## src/rtl/key_event_queue_pkg.sv

```systemverilog
// Shared definitions for the key event queue: register map, STATUS/CTRL bit
// positions and the layout of a queued entry.
package key_event_queue_pkg;

    typedef enum logic [3:0] {
        REG_ID     = 4'd0,
        REG_STATUS = 4'd1,
        REG_DATA   = 4'd2,
        REG_CTRL   = 4'd3,
        REG_TIME   = 4'd4
    } reg_addr_e;

    localparam logic [31:0] ID_VALUE = 32'd65;

    localparam int unsigned ST_COUNT_LSB = 0;
    localparam int unsigned ST_COUNT_W   = 9;
    localparam int unsigned ST_EMPTY_BIT = 9;
    localparam int unsigned ST_FULL_BIT  = 10;
    localparam int unsigned ST_OVF_BIT   = 11;

    localparam int unsigned CTRL_IRQ_EN_BIT  = 0;
    localparam int unsigned CTRL_OVF_CLR_BIT = 1;
    localparam int unsigned CTRL_FLUSH_BIT   = 2;

    localparam int unsigned ENTRY_W       = 32;
    localparam int unsigned ENTRY_KEY_LSB = 0;
    localparam int unsigned ENTRY_KEY_W   = 4;
    localparam int unsigned ENTRY_TS_LSB  = 16;
    localparam int unsigned ENTRY_TS_W    = 16;

    function automatic logic [ENTRY_W-1:0] make_entry(
        input logic [ENTRY_TS_W-1:0]  ts,
        input logic [ENTRY_KEY_W-1:0] keys
    );
        logic [ENTRY_W-1:0] e;
        e = '0;
        e[ENTRY_TS_LSB +: ENTRY_TS_W]   = ts;
        e[ENTRY_KEY_LSB +: ENTRY_KEY_W] = keys;
        return e;
    endfunction

endpackage

```

## src/rtl/key_event_queue_fifo.sv

```systemverilog
// key_event_fifo: circular buffer with wrapping pointers, occupancy count and
// full/empty flags; flush has priority over push and pop.
module key_event_fifo #(
    parameter int unsigned DEPTH = 16,
    parameter int unsigned WIDTH = 32,
    parameter int unsigned CW    = $clog2(DEPTH) + 1
) (
    input  logic             clk_i,
    input  logic             rst_ni,
    input  logic             push_i,
    input  logic             pop_i,
    input  logic             flush_i,
    input  logic [WIDTH-1:0] wdata_i,
    output logic [WIDTH-1:0] rdata_o,
    output logic [CW-1:0]    count_o,
    output logic             empty_o,
    output logic             full_o
);

    localparam int unsigned AW = $clog2(DEPTH);
    localparam logic [AW-1:0] PTR_ONE  = AW'(1);
    localparam logic [CW-1:0] CNT_ONE  = CW'(1);
    localparam logic [CW-1:0] CNT_FULL = CW'(DEPTH);

    logic [WIDTH-1:0] mem_q [DEPTH];
    logic [AW-1:0]    wr_ptr_q, wr_ptr_d;
    logic [AW-1:0]    rd_ptr_q, rd_ptr_d;
    logic [CW-1:0]    count_q, count_d;
    logic             do_push, do_pop;

    assign empty_o = (count_q == '0);
    assign full_o  = (count_q == CNT_FULL);
    assign count_o = count_q;
    assign rdata_o = mem_q[rd_ptr_q];

    // A pop in the same cycle frees the slot, so a push into a full buffer is still taken.
    assign do_pop  = pop_i & ~empty_o & ~flush_i;
    assign do_push = push_i & ~flush_i & (~full_o | do_pop);

    always_comb begin
        wr_ptr_d = wr_ptr_q;
        rd_ptr_d = rd_ptr_q;
        count_d  = count_q;
        if (flush_i) begin
            wr_ptr_d = '0;
            rd_ptr_d = '0;
            count_d  = '0;
        end else begin
            if (do_push) wr_ptr_d = wr_ptr_q + PTR_ONE;
            if (do_pop)  rd_ptr_d = rd_ptr_q + PTR_ONE;
            case ({do_push, do_pop})
                2'b10:   count_d = count_q + CNT_ONE;
                2'b01:   count_d = count_q - CNT_ONE;
                default: count_d = count_q;
            endcase
        end
    end

    always_ff @(posedge clk_i or negedge rst_ni) begin
        if (!rst_ni) begin
            wr_ptr_q <= '0;
            rd_ptr_q <= '0;
            count_q  <= '0;
        end else begin
            wr_ptr_q <= wr_ptr_d;
            rd_ptr_q <= rd_ptr_d;
            count_q  <= count_d;
        end
    end

    always_ff @(posedge clk_i) begin
        if (do_push) mem_q[wr_ptr_q] <= wdata_i;
    end

endmodule

```

## src/rtl/key_event_queue.sv

```systemverilog
// key_event_queue: timestamps debounced key presses into a FIFO and exposes it
// to the CPU over an Avalon-MM slave with a level interrupt.
module key_event_queue
    import key_event_queue_pkg::*;
#(
    parameter int unsigned DEPTH    = 16,
    parameter int unsigned PRESCALE = 50000,
    parameter int unsigned TS_W     = 16
) (
    input  logic        csi_clk,
    input  logic        rsi_reset_n,
    input  logic        avs_s0_write,
    input  logic        avs_s0_read,
    input  logic [3:0]  avs_s0_address,
    input  logic [31:0] avs_s0_writedata,
    output logic [31:0] avs_s0_readdata,
    input  logic [3:0]  key_pulse,
    output logic        ins_irq
);

    localparam int unsigned PS_W = (PRESCALE > 1) ? $clog2(PRESCALE) : 1;
    localparam int unsigned CW   = $clog2(DEPTH) + 1;
    localparam logic [PS_W-1:0] PS_LAST = PS_W'(PRESCALE - 1);
    localparam logic [PS_W-1:0] PS_ONE  = PS_W'(1);
    localparam logic [TS_W-1:0] TS_ONE  = TS_W'(1);

    logic [PS_W-1:0]    presc_q, presc_d;
    logic [TS_W-1:0]    ts_q, ts_d;
    logic               ovf_q, ovf_d;
    logic               irq_en_q, irq_en_d;
    logic               irq_q, irq_d;

    logic               push, pop, flush, ovf_clr, ovf_set, ctrl_wr, data_rd;
    logic [ENTRY_W-1:0] fifo_rdata;
    logic [CW-1:0]      fifo_count;
    logic               fifo_empty, fifo_full;
    logic               unused_wdata;

    assign unused_wdata = ^avs_s0_writedata[31:3];

    assign data_rd = avs_s0_read  & (reg_addr_e'(avs_s0_address) == REG_DATA);
    assign ctrl_wr = avs_s0_write & (reg_addr_e'(avs_s0_address) == REG_CTRL);
    assign push    = |key_pulse;
    assign pop     = data_rd & ~fifo_empty;
    assign flush   = ctrl_wr & avs_s0_writedata[CTRL_FLUSH_BIT];
    assign ovf_clr = ctrl_wr & avs_s0_writedata[CTRL_OVF_CLR_BIT];
    // A flush discards the concurrent press outright, so it never counts as overflow.
    assign ovf_set = push & fifo_full & ~pop & ~flush;

    key_event_fifo #(
        .DEPTH (DEPTH),
        .WIDTH (ENTRY_W),
        .CW    (CW)
    ) u_fifo (
        .clk_i   (csi_clk),
        .rst_ni  (rsi_reset_n),
        .push_i  (push),
        .pop_i   (pop),
        .flush_i (flush),
        .wdata_i (make_entry(ts_q, key_pulse)),
        .rdata_o (fifo_rdata),
        .count_o (fifo_count),
        .empty_o (fifo_empty),
        .full_o  (fifo_full)
    );

    always_comb begin
        presc_d  = presc_q + PS_ONE;
        ts_d     = ts_q;
        ovf_d    = ovf_q;
        irq_en_d = irq_en_q;
        if (presc_q == PS_LAST) begin
            presc_d = '0;
            ts_d    = ts_q + TS_ONE;
        end
        if (ovf_set) begin
            ovf_d = 1'b1;
        end else if (ovf_clr) begin
            ovf_d = 1'b0;
        end
        if (ctrl_wr) irq_en_d = avs_s0_writedata[CTRL_IRQ_EN_BIT];
        irq_d = irq_en_q & ~fifo_empty;
    end

    always_ff @(posedge csi_clk or negedge rsi_reset_n) begin
        if (!rsi_reset_n) begin
            presc_q  <= '0;
            ts_q     <= '0;
            ovf_q    <= 1'b0;
            irq_en_q <= 1'b0;
            irq_q    <= 1'b0;
        end else begin
            presc_q  <= presc_d;
            ts_q     <= ts_d;
            ovf_q    <= ovf_d;
            irq_en_q <= irq_en_d;
            irq_q    <= irq_d;
        end
    end

    assign ins_irq = irq_q;

    always_comb begin
        avs_s0_readdata = '0;
        if (avs_s0_read) begin
            case (reg_addr_e'(avs_s0_address))
                REG_ID:     avs_s0_readdata = ID_VALUE;
                REG_STATUS: begin
                    avs_s0_readdata[ST_COUNT_LSB +: ST_COUNT_W] = ST_COUNT_W'(fifo_count);
                    avs_s0_readdata[ST_EMPTY_BIT] = fifo_empty;
                    avs_s0_readdata[ST_FULL_BIT]  = fifo_full;
                    avs_s0_readdata[ST_OVF_BIT]   = ovf_q;
                end
                REG_DATA:   if (!fifo_empty) avs_s0_readdata = fifo_rdata;
                REG_CTRL:   avs_s0_readdata[CTRL_IRQ_EN_BIT] = irq_en_q;
                REG_TIME:   avs_s0_readdata[TS_W-1:0] = ts_q;
                default:    avs_s0_readdata = '0;
            endcase
        end
    end

endmodule

```

## config.mk

```make
export PLATFORM = sky130hd
export DESIGN_NAME = key_event_queue
export DESIGN_NICKNAME = d
export VERILOG_FILES = /design/src/rtl/key_event_queue_pkg.sv /design/src/rtl/key_event_queue_fifo.sv /design/src/rtl/key_event_queue.sv
export SDC_FILE = /design/constraint.sdc
export NUM_CORES = 1
export LEC_CHECK = 0
export CAP_MARGIN = 25
export CELL_PAD_IN_SITES_DETAIL_PLACEMENT = 0
export CELL_PAD_IN_SITES_GLOBAL_PLACEMENT = 2
export CORE_MARGIN = 2
export CORE_UTILIZATION = 44
export DETAILED_ROUTE_END_ITERATION = 8
export PLACE_DENSITY_LB_ADDON = 0.1
export SYNTH_ARGS = -nofsm -noshare
export SYNTH_HDL_FRONTEND = slang
export SYNTH_HIERARCHICAL = 1
export SYNTH_SLANG_ARGS = --single-unit
```

## constraint.sdc

```tcl
create_clock -name csi_clk -period 4.8 [get_ports csi_clk]
set_input_delay 1.44 -clock csi_clk [delete_from_list [all_inputs] [get_ports csi_clk]]
set_output_delay 1.44 -clock csi_clk [all_outputs]
set_load 0.005 [all_outputs]
```

==> results of run 1 <==
## Yosys cell counts, drive strengths merged
cell	number
nand4	9
nand2b	8
a22o	1
o21ai	37
a222oi	7
conb	1
nor2	47
edfxtp	512
mux2	5
nand3	13
mux2i	134
a211oi	1
and2	6
inv	14
a221oi	65
clkbuf	32
a31oi	2
o21bai	2
a22oi	40
nor4b	2
a21o	1
nor3	9
or3	3
ha	10
nand2	50
mux4	64
o2111ai	1
xor2	17
or4	3
nor2b	8
o211ai	3
xnor2	15
o211a	1
nor4	6
and4bb	2
dfrtp	48
o21a	2
o31ai	1
a32o	1
buf	37
fa	1
and3	22
and4	4
a21oi	8
## flip-flops by register name (all words and copies together), names as in the netlist
register and flops:
ovf_q 1, ts_q 16, irq_en_q 1, u_fifo/wr_ptr_q 4, presc_q 16, ins_irq 1, u_fifo/mem_q 512, u_fifo/count_o 5
u_fifo/rd_ptr_q 4
## stage by stage
stage | TNS (ps) | instance area [um^2]
6_report | 0 | 28100
3_5_place_dp | -842 | 25500
4_1_cts | 0 | 27800
5_1_grt | -35.0 | 28000
2_1_floorplan | 0 | 23300
3_3_place_gp | -516 | 25500
## power groups by stage
stage	sequential, W	clock, W	combinational [W]
final	0.00641	0.00441	0.00443
after global placement	0.00646	0	0.00389
after floorplan	0.00639	0	0.00241
after CTS	0.00642	0.00451	0.00430
after detailed placement	0.00650	0	0.00392
after global routing	0.00647	0.00469	0.00473
## final cells by class
type / count / area (um^2)
fillers: 4002 / 22300
flip-flops and latches: 560 / 16600
multi-input cells: 803 / 6700
repair buffers: 173 / 2020
clock buffers: 72 / 1530
well taps: 672 / 841
clock inverters: 32 / 328
inverters: 14 / 52.6
diodes: 1 / 2.50
## timing repair
item	4_1_cts	5_1_grt
pin swaps	9	15
cloned	5	2
buffers inserted	13	10
gates resized for setup	30	43
endpoints found under the setup margin	21	19
## metal layers
layer / share of wire, % / wire (um) / up-vias / GRT usage, %
met5: 0 / 0 / - / 0
met4: 2.3 / 1340 / 0 / 6.53
met3: 4.3 / 2550 / 74 / 2.99
met2: 49 / 28900 / 294 / 37.4
met1: 44 / 25900 / 6558 / 31.2
li1: - / - / 5631 / -
## final timing paths
kind | start | end | slack, ps | cells past startpoint
worst max-delay path | avs_s0_address[2] | avs_s0_readdata[8] | 100 | 8
min in group asynchronous | rsi_reset_n | ins_irq | 690 | 1
worst min register to register | presc_q[12] | presc_q[12] | 490 | 1
worst min-delay path | presc_q[12] | presc_q[12] | 490 | 1
worst max register to register | u_fifo/count_o[1] | u_fifo/count_o[4] | 1020 | 15
max in group asynchronous | rsi_reset_n | u_fifo/rd_ptr_q[1] | 3260 | 2
## cell families after synthesis
kind of cell / count (synthesis) / synth area share, %
DFF: 560 / 73.4
and+or+nand+nor: 192 / 4.67
adders and majority gates: 11 / 0.643
muxes: 203 / 12.6
xor gates and xnor gates: 32 / 1.24
buffers and inverters: 83 / 1.65
AOI/OAI and AO/OA: 173 / 5.75
other: 1 / 0.0166
==> summary.md, run 1 <==
| Metric | Value |
|---|---|
| Die Y | `230 um` |
| Crit start category | `input port` |
| Clk_lat worst skew | `610 ps` |
| Worst path most repeated cell | `clkdlybuf4s50_1` |
| Final core utilization | `55.7%` |
| Worst-Margin Slew | `812 ps` |
| Final worst-path cycle share | `98.0%` |
| Internal | `0.0107 W` |
| Sequential fraction of the synthesis area | `73.4%` |
| Most frequent cells in the layout | `512 x edfxtp_1, 192 x conb_1, 132 x mux2i_1` |
| Initial antenna violation count | `3` |
| Post-route minimum period | `4700 ps` |
| Total Nets Final | `1665` |
| Initial drt markers | `990` |
| Placer congestion estimate | `0.800` |
| Warnings, synthesis | `6` |
| Maximum vdd drop | `0.000314 V` |
| WP data required | `3360 ps` |
| TritonCTS clock tree | `yes` |
| Dpl ws | `-128 ps` |
| Die width | `230 um` |
| Total Routing Usage GR | `22.5%` |
| Most common cell after layout, fill and taps aside | `edfxtp_1` |
| Synth Instances | `1255` |
| Post-synth cell types | `57` |
| TritonRoute pass-1 iters | `7` |
| Slew margin rel. | `45.9%` |
| Hold Buf Count CTS | `0` |
| Ratio of cells with drive above 1 in the final layout | `21.1%` |
| # DRC | `0` |
| Htree depth | `2` |
| Power consumption | `0.0152 W` |
| Critical path fanouts, max | `15` |
| Post-synth top area share | `68.1%` |
| Combinational share of power | `29.0%` |
| P_sw | `0.00456 W` |
| Skew final | `13.0 ps` |
| Vias per inst | `5.40` |
| Worst setup EP type | `output pin` |
| Final Hold Vio Count | `0` |
| Post-DP HPWL | `33700 um` |
| Largest area contributor in the netlist | `edfxtp_1` |
| WL per Instance | `25.2 um` |
| RSZ-0062 raised after global routing | `true` |
| Maximum clock rate | `0.213 GHz` |
| Number of global-route vias before repair | `12800` |
| CP arrival | `3260 ps` |
| Clock net sink count | `560` |
| Global route total overflow | `0` |
| CP Class | `in -> out` |
| Status | `completed` |
| DRT antenna net count | `0` |
| Sequential power share | `42.0%` |
| Sw frac | `29.9%` |
| Port Buffers | `47` |
| P_leak | `10.3 nW` |
| Root Driver | `clkbuf_16` |
| Family with the most delay on the worst path | `buffers and inverters` |
| Post-Syn Area | `0.0226 mm^2` |
| Hold Worst Slack | `494 ps` |
| Clock Power Share | `28.9%` |
| Clock Tree Buf Depth | `3` |
| Initial Utilization | `44.8%` |
| Max Cap Viol | `0` |
| Die ar. | `0.0531 mm^2` |
| Final setup fails | `0` |
| Seq cells post-synth | `560` |
| # rows | `82` |
| Fin. max-slew vios | `0` |
| TritonCTS buffer count | `58` |
| Fin worst setup slack | `96.2 ps` |
| HP Class | `reg -> reg` |
| CP peak stage delay | `490 ps` |
| Post-Syn Area per Cell | `18.0 um^2` |
| Vias post-DR | `12600` |
| Fin cells | `2327` |
| CP Cell Sequence | `clkdlybuf4s50_1 > nor2_2 > and3_4 > buf_12 > a22oi_2 > nor2_1 > buf_4 > clkdlybuf4s50_1` |
| PD cells | `544 mW/mm^2` |
| Clock-pin slew on the worst setup and hold paths | `50 ps` |
| Buf/Inv on CP | `4` |
| CORE AREA | `0.0504 mm^2` |
| Slowest CP cell | `clkdlybuf4s50_1` |
| P&R area growth vs syn | `24.3%` |
| Wire length of the first global-routing pass | `85500 um` |
| Ranking of synthesized cells by area | `edfxtp_1 68%, mux4_2 6.4%, mux2i_1 5.9%, dfrtp_1 5.3%, a221oi_1 2.5%` |
| Placed cell count | `2193` |
| Largest net degree at the start of global routing | `41` |
| WL final | `58700 um` |
| Ports | `77` |
No activity file was read; power rests on OpenSTA's default activity.
==> run 2, diff against run 1 <==
Settings changed: CORE_MARGIN 2 to 3, CORE_UTILIZATION 44 to 41, SYNTH_HIERARCHICAL 1 to not set.
==> run 2 against run 1 <==
Against the previous run:
- design area shrank 36%
- sequential power decreased by 33%
- critical path depth fell by 2
- non-clock buffer count is 63 lower
- critical endpoint is now avs_s0_readdata[7]
- sequential share of layout area up 1.3 points
- largest cell class unchanged
- first-iteration DRC count decreased by 45%
- synthesized area decreased by 33%
- register-to-register slack improved by 850 ps
- wire length decreased by 37%
- clock skew grew 1.6 ps
- worst setup slack improved by 59 ps
- clock-buffer cell count shrank 22
==> summary.md, run 2 <==
| Metric | Value |
|---|---|
| Status | `completed` |
| P_sw | `0.00261 W` |
| Final Hold Vio Count | `0` |
| Final worst-path cycle share | `96.8%` |
| Worst-Margin Slew | `917 ps` |
| Internal | `0.00669 W` |
| TritonCTS buffer count | `39` |
| Sw frac | `28.1%` |
| Max Cap Viol | `0` |
| Commonest cells post-synth | `320 x edfxtp_1, 53 x mux2i_1, 52 x mux4_2, 48 x dfrtp_1, 35 x nor2_1` |
| DRT antenna net count | `0` |
| Grt met1 use | `27.0%` |
| Total Nets Final | `1009` |
| HP Class | `reg -> reg` |
| Async set or reset register ratio after synthesis | `13.0%` |
| WP data required | `3360 ps` |
| Synth Instances | `846` |
| Root Driver | `clkbuf_16` |
| WL per Instance | `25.5 um` |
| Worst Hold Launch | `ovf_q` |
| CORE AREA | `0.0359 mm^2` |
| Leading cell type by number of instances after synthesis | `edfxtp_1` |
| Largest net degree at the start of global routing | `47` |
| Clock Power Share | `30.1%` |
| Reg-to-reg startpoint | `u_fifo.count_o[0]` |
| Max reg flops | `320` |
| Power consumption | `0.00930 W` |
| Die width | `198 um` |
| Global route total overflow | `0` |
| Clock net sink count | `368` |
| Regs by FF count | `u_fifo.mem_q (320), presc_q (16), ts_q (16)` |
| Worst setup startpoint | `avs_s0_address[0]` |
| Seq cells post-synth | `368` |
| Post-route minimum period | `4640 ps` |
| Final setup fails | `0` |
| Number of global-route vias before repair | `8807` |
| Most frequent cells in the layout | `320 x edfxtp_1, 53 x mux2i_1, 52 x mux4_2` |
| Hold Buf Count CTS | `0` |
| Clk_lat worst skew | `520 ps` |
| Vias per inst | `5.76` |
| # diodes | `0` |
| Skew final | `14.6 ps` |
| Post-Syn Area per Cell | `17.8 um^2` |
| # rows | `69` |
| PD cells | `520 mW/mm^2` |
| Initial drt markers | `544` |
| Maximum clock rate | `0.215 GHz` |
| Number of synthesized flops with an enable pin | `320` |
| Fin area | `0.0179 mm^2` |
| Fillers | `2982` |
| Vias post-DR | `8289` |
| Ranking of synthesized cells by area | `edfxtp_1 64%, dfrtp_1 8.0%, mux4_2 7.8%, mux2i_1 3.5%, a221oi_1 1.5%` |
| Placer congestion estimate | `0.797` |
| Post-DP Area | `0.0166 mm^2` |
| Warnings, synthesis | `0` |
| Syn_nets | `901` |
| TritonCTS clock tree | `yes` |
| Most common cell after layout, fill and taps aside | `edfxtp_1` |
| Worst setup EP type | `output pin` |
| Die ar. | `0.0391 mm^2` |
| Crit start category | `input port` |
| Met3 Use GR | `2.67%` |
| WL final | `36700 um` |
| Min-Delay Path Depth | `1` |
| Slew margin rel. | `38.4%` |
| Post-synth top area share | `63.7%` |
| Post-synth cell types | `58` |
| Main flop type after synthesis | `edfxtp_1` |
| TritonRoute pass-1 iters | `5` |
| Sequential fraction of the synthesis area | `71.7%` |
| Htree depth | `2` |
| Critical path fanouts, max | `8` |
| Final core utilization | `49.8%` |
| Largest area contributor in the netlist | `edfxtp_1` |
| Post-DP HPWL | `21400 um` |
| Busiest layer in global routing | `met2` |
| Ratio of cells with drive above 1 in the final layout | `20.0%` |
| Initial antenna violation count | `0` |
| Clock Tree Buf Depth | `3` |
| Combinational share of power | `23.7%` |
| Ports | `77` |
| Port Buffers | `47` |
| Wire length of the first global-routing pass | `55200 um` |
| P_leak | `6.41 nW` |
| Fin. max-slew vios | `0` |
| Die Y | `198 um` |
| CP Class | `in -> out` |
| Sequential power share | `46.3%` |
| Global routing usage on met2 | `31.7%` |
| # DRC | `0` |
| Most flops, register | `u_fifo.mem_q` |
| RSZ-0062 raised after global routing | `false` |
| CP arrival | `3200 ps` |
| Initial Utilization | `42.0%` |
| Clock-pin slew on the worst setup and hold paths | `60 ps` |
| Total Routing Usage GR | `19.2%` |
| Post-Syn Area | `0.0151 mm^2` |
| Maximum vdd drop | `0.000306 V` |
| P&R area growth vs syn | `18.7%` |
| Worst Reg2Reg Path Length in Cells | `11` |
-- run 2: cell types whose count changed in the layout (fill, tap and decap cells not counted), moves of 14 or more --
cell,before,now
edfxtp_1,512,320
conb_1,192,0
mux2i_1,132,53
a22oi_1,38,16
buf_4,81,44
a221oi_1,41,26
clkbuf_16,61,41
o21ai_0,34,20
a221oi_2,23,0
nand2_1,45,26
-- run 2: path summary, 6_finish.rpt --
kind	endpoint	slack [ps]
max	avs_s0_readdata[7]	160
min reg2reg	ovf_q	500
min	ovf_q	500
max reg2reg	u_fifo.count_o[4]	1870
min in group asynchronous	u_fifo.wr_ptr_q[0]	740
max in group asynchronous	u_fifo.rd_ptr_q[0]	3210
-- run 2: routing by layer --
metal	vias to the layer above	wire length (um)
li1	3623	-
met1	4354	16000
met2	248	18000
met3	64	1800
met4	0	915
met5	-	0
-- run 2: metrics by stage --
| stage | setup TNS, ps | setup WS [ps] | std cells | hold slack [ps] |
|---|---|---|---|---|
| floorplan | -8100 | -135 | 846 | 461 |
| global placement | -351 | -65.6 | 1370 | 476 |
| detailed placement | -401 | -69.2 | 1370 | 487 |
| CTS | -6.74 | -6.74 | 1435 | 500 |
| global route | 0 | 81.3 | 1439 | 526 |
| finish | 0 | 155 | 1439 | 496 |
-- run 2: worst max-delay path, cell delays in order --
cell and delay, ps:
dlygate4sd2_1 270, buf_4 180, nor4_4 310, buf_2 250, and3_1 230, clkdlybuf4s50_1 530
-- run 2: area by class of cell --
| cell class | count | area [um^2] | area share, % |
|---|---|---|---|
| Clock inverter | 15 | 120 | 0.671 |
| Sequential cell | 368 | 10800 | 60.4 |
| Tap cell | 461 | 577 | 3.22 |
| Timing Repair Buffer | 110 | 1180 | 6.61 |
| Multi-Input combinational cell | 421 | 4090 | 22.8 |
| Inverter | 14 | 52.6 | 0.294 |
| Clock buffer | 50 | 1060 | 5.92 |
-- run 2: timing repair --
| item | CTS | global route |
|---|---|---|
| setup buffers | 0 | 2 |
| resized for setup | 10 | 26 |
| cloned | 0 | 1 |
| pin swaps | 3 | 5 |
| setup endpoints to repair | 19 | 28 |
-- run 2: cell families (layout without fill, tap and decap cells) --
| kind of cell | count (synthesis) | in the layout | synth area share (%) |
|---|---|---|---|
| compound gates | 104 | 104 | 4.92 |
| xor+xnor | 35 | 35 | 2.03 |
| fa+ha+maj | 11 | 11 | 0.963 |
| buf+inv | 57 | 189 | 1.79 |
| flops | 368 | 368 | 71.7 |
| mux | 115 | 115 | 12.8 |
| simple gates | 156 | 156 | 5.77 |
-- run 2: power groups by stage --
stage	Clock (W)	Sequential [W]	Combinational, W
floorplan	0	0.00418	0.00157
global placement	0	0.00433	0.00220
detailed placement	0	0.00437	0.00223
CTS	0.00286	0.00431	0.00224
global route	0.00300	0.00436	0.00238
finish	0.00280	0.00430	0.00220
==> run 3, diff against run 2 <==
Settings changed: GPL_TIMING_DRIVEN set to 0.
==> run 3 against run 2 <==
Against the previous run:
- combinational power rose by 12%
- maximum frequency fell by 1.9%
- critical endpoint is now avs_s0_readdata[22]
- first-iteration DRC count rose by 24%
- worst hold slack got worse by 3.6 ps
- non-clock buffer count fell by 2
- highest routed layer unchanged
- final cell count rose by 0.56%
- clock power rose by 10%
==> summary.md, run 3 (synthesized netlist as in run 2, its figures left out) <==
| Metric | Value |
|---|---|
| # rows | `69` |
| Final Hold Vio Count | `0` |
| Worst-Margin Slew | `908 ps` |
| Slowest CP cell | `clkdlybuf4s50_1` |
| Clk_lat worst skew | `530 ps` |
| Clock-pin slew on the worst setup and hold paths | `50 ps` |
| Port Buffers | `45` |
| Power consumption | `0.00972 W` |
| Ratio of cells with drive above 1 in the final layout | `21.8%` |
| Worst path most repeated cell | `clkdlybuf4s50_1` |
| Initial Utilization | `42.0%` |
| Fin. max-slew vios | `0` |
| Maximum clock rate | `0.211 GHz` |
| Min-Delay Path Depth | `1` |
| RSZ-0062 raised after global routing | `false` |
| Max reg flops | `320` |
| Reg-to-reg startpoint | `u_fifo.count_o[0]` |
| Die Y | `198 um` |
| Most frequent cells in the layout | `320 x edfxtp_1, 53 x mux2i_1, 52 x mux4_2` |
| Maximum vdd drop | `0.000314 V` |
| Worst setup EP type | `output pin` |
| Total Nets Final | `1009` |
| RR Endpoint | `u_fifo.count_o[4]` |
| R2R Setup Slk | `1820 ps` |
| Status | `completed` |
| Vias post-DR | `8369` |
| Most flops, register | `u_fifo.mem_q` |
| CORE AREA | `0.0359 mm^2` |
| Total Routing Usage GR | `20.1%` |
| WL final | `39100 um` |
| Clock net sink count | `368` |
| CP Class | `in -> out` |
| Family with the most delay on the worst path | `buffers and inverters` |
| Initial drt markers | `677` |
| Most common cell after layout, fill and taps aside | `edfxtp_1` |
| Initial antenna violation count | `0` |
| P&R area growth vs syn | `19.0%` |
| Root Driver | `clkbuf_16` |
| Final worst-path cycle share | `98.7%` |
| Hold endpoint | `presc_q[13]` |
| WL per Instance | `27.0 um` |
| CP peak stage delay | `550 ps` |
| Ports | `77` |
| Slew margin rel. | `39.0%` |
| PD cells | `542 mW/mm^2` |
| Post-DP HPWL | `24700 um` |
| Regs by FF count | `u_fifo.mem_q (320), presc_q (16), ts_q (16)` |
| Clock Tree Buf Depth | `3` |
| Die ar. | `0.0391 mm^2` |
| Skew final | `13.9 ps` |
| WP data required | `3360 ps` |
| Vias per inst | `5.78` |
| TritonCTS buffer count | `41` |
| Crit start category | `input port` |
| Wire length of the first global-routing pass | `57000 um` |
| # DRC | `0` |
| TritonRoute pass-1 iters | `6` |
| Number of global-route vias before repair | `8585` |
| Final setup fails | `0` |
| Largest net degree at the start of global routing | `39` |
| Max Cap Viol | `0` |
| DRT antenna net count | `0` |
| Final core utilization | `49.9%` |
| Worst Reg2Reg Path Length in Cells | `10` |
| Global route total overflow | `0` |
| CP Cell Sequence | `clkdlybuf4s50_1 > clkbuf_4 > o211ai_4 > buf_8 > a21oi_1 > clkdlybuf4s50_1` |
| Placer congestion estimate | `0.805` |
| Worst Hold Launch | `presc_q[13]` |
| Critical path fanouts, max | `10` |
| CP arrival | `3300 ps` |
| Buf/Inv on CP | `4` |
| Htree depth | `2` |
| P_leak | `6.15 nW` |
| Post-route minimum period | `4740 ps` |
| Die width | `198 um` |
| # diodes | `0` |
| HP Class | `reg -> reg` |
| TritonCTS clock tree | `yes` |
==> run 3: cell types whose count changed in the layout (fill, tap and decap cells not counted), moves of 6 or more <==
cell             change
buf_4               -28
dlymetal6s2s_1      -17
clkdlybuf4s50_1     +16
buf_12              -12
a221oi_1            -11
a221oi_2            +11
clkbuf_4            +10
and2_1               -8
and2_2               +8
buf_6                +8
buf_2                +6
clkbuf_2             +6
==> run 3: timing repair <==
action	4_1_cts	5_1_grt
buffers inserted	4	0
hold buffers	0	0
endpoints found under the setup margin	32	26
pin swaps	2	1
gates resized for setup	40	25
==> run 3: power breakdown <==
| part | internal [W] | switching, W | leakage [nW] |
|---|---|---|---|
| registers | 0.00401 | 0.000154 | 3.61 |
| clock network | 0.00186 | 0.00123 | 0.643 |
| logic | 0.00102 | 0.00144 | 1.89 |
| total | 0.00689 | 0.00282 | 6.15 |
==> run 3: per-stage QoR <==
stage	setup WS (ps)	instance area (um^2)	cells	hold WS, ps	TNS [ps]
after CTS	5.11	17900	1447	494	0
after detailed placement	-748	16400	1370	483	-20390
after global routing	5.90	17900	1447	532	0
final	64.0	17900	1447	492	0
after floorplan	-135	15100	846	461	-8100
after global placement	-3150	16100	1352	481	-390940
==> run 3: worst max path at each step <==
stage	endpoint	start	slack, ps	cells past startpoint
finish	avs_s0_readdata[22]	avs_s0_read	60	6
global route	avs_s0_readdata[6]	avs_s0_read	6	6
CTS	avs_s0_readdata[28]	avs_s0_address[3]	5	7
detailed placement	avs_s0_readdata[17]	avs_s0_read	-750	6
global placement	u_fifo.mem_q[8][4]	key_pulse[0]	-3150	5
floorplan	u_fifo.mem_q[10][0]	avs_s0_address[0]	-140	6
==> run 3: per-layer routing <==
metal,up-vias,part of all wire (%),GRT usage (%)
li1,3638,-,-
met1,4378,44,28.6
met2,260,47,32.2
met3,93,4.4,2.88
met4,0,4.0,7.29
met5,-,0,0
==> run 3: layout make-up <==
cell class	instances	area, um^2
Timing Repair Buffer	67	677
Clock inverter	21	190
Clock buffer	54	1160
Buffer	41	292
Tap cell	461	577
Multi-Input combinational cell	421	4180
Inverter	14	52.6
Sequential cell	368	10800
Fill cell	2965	18000
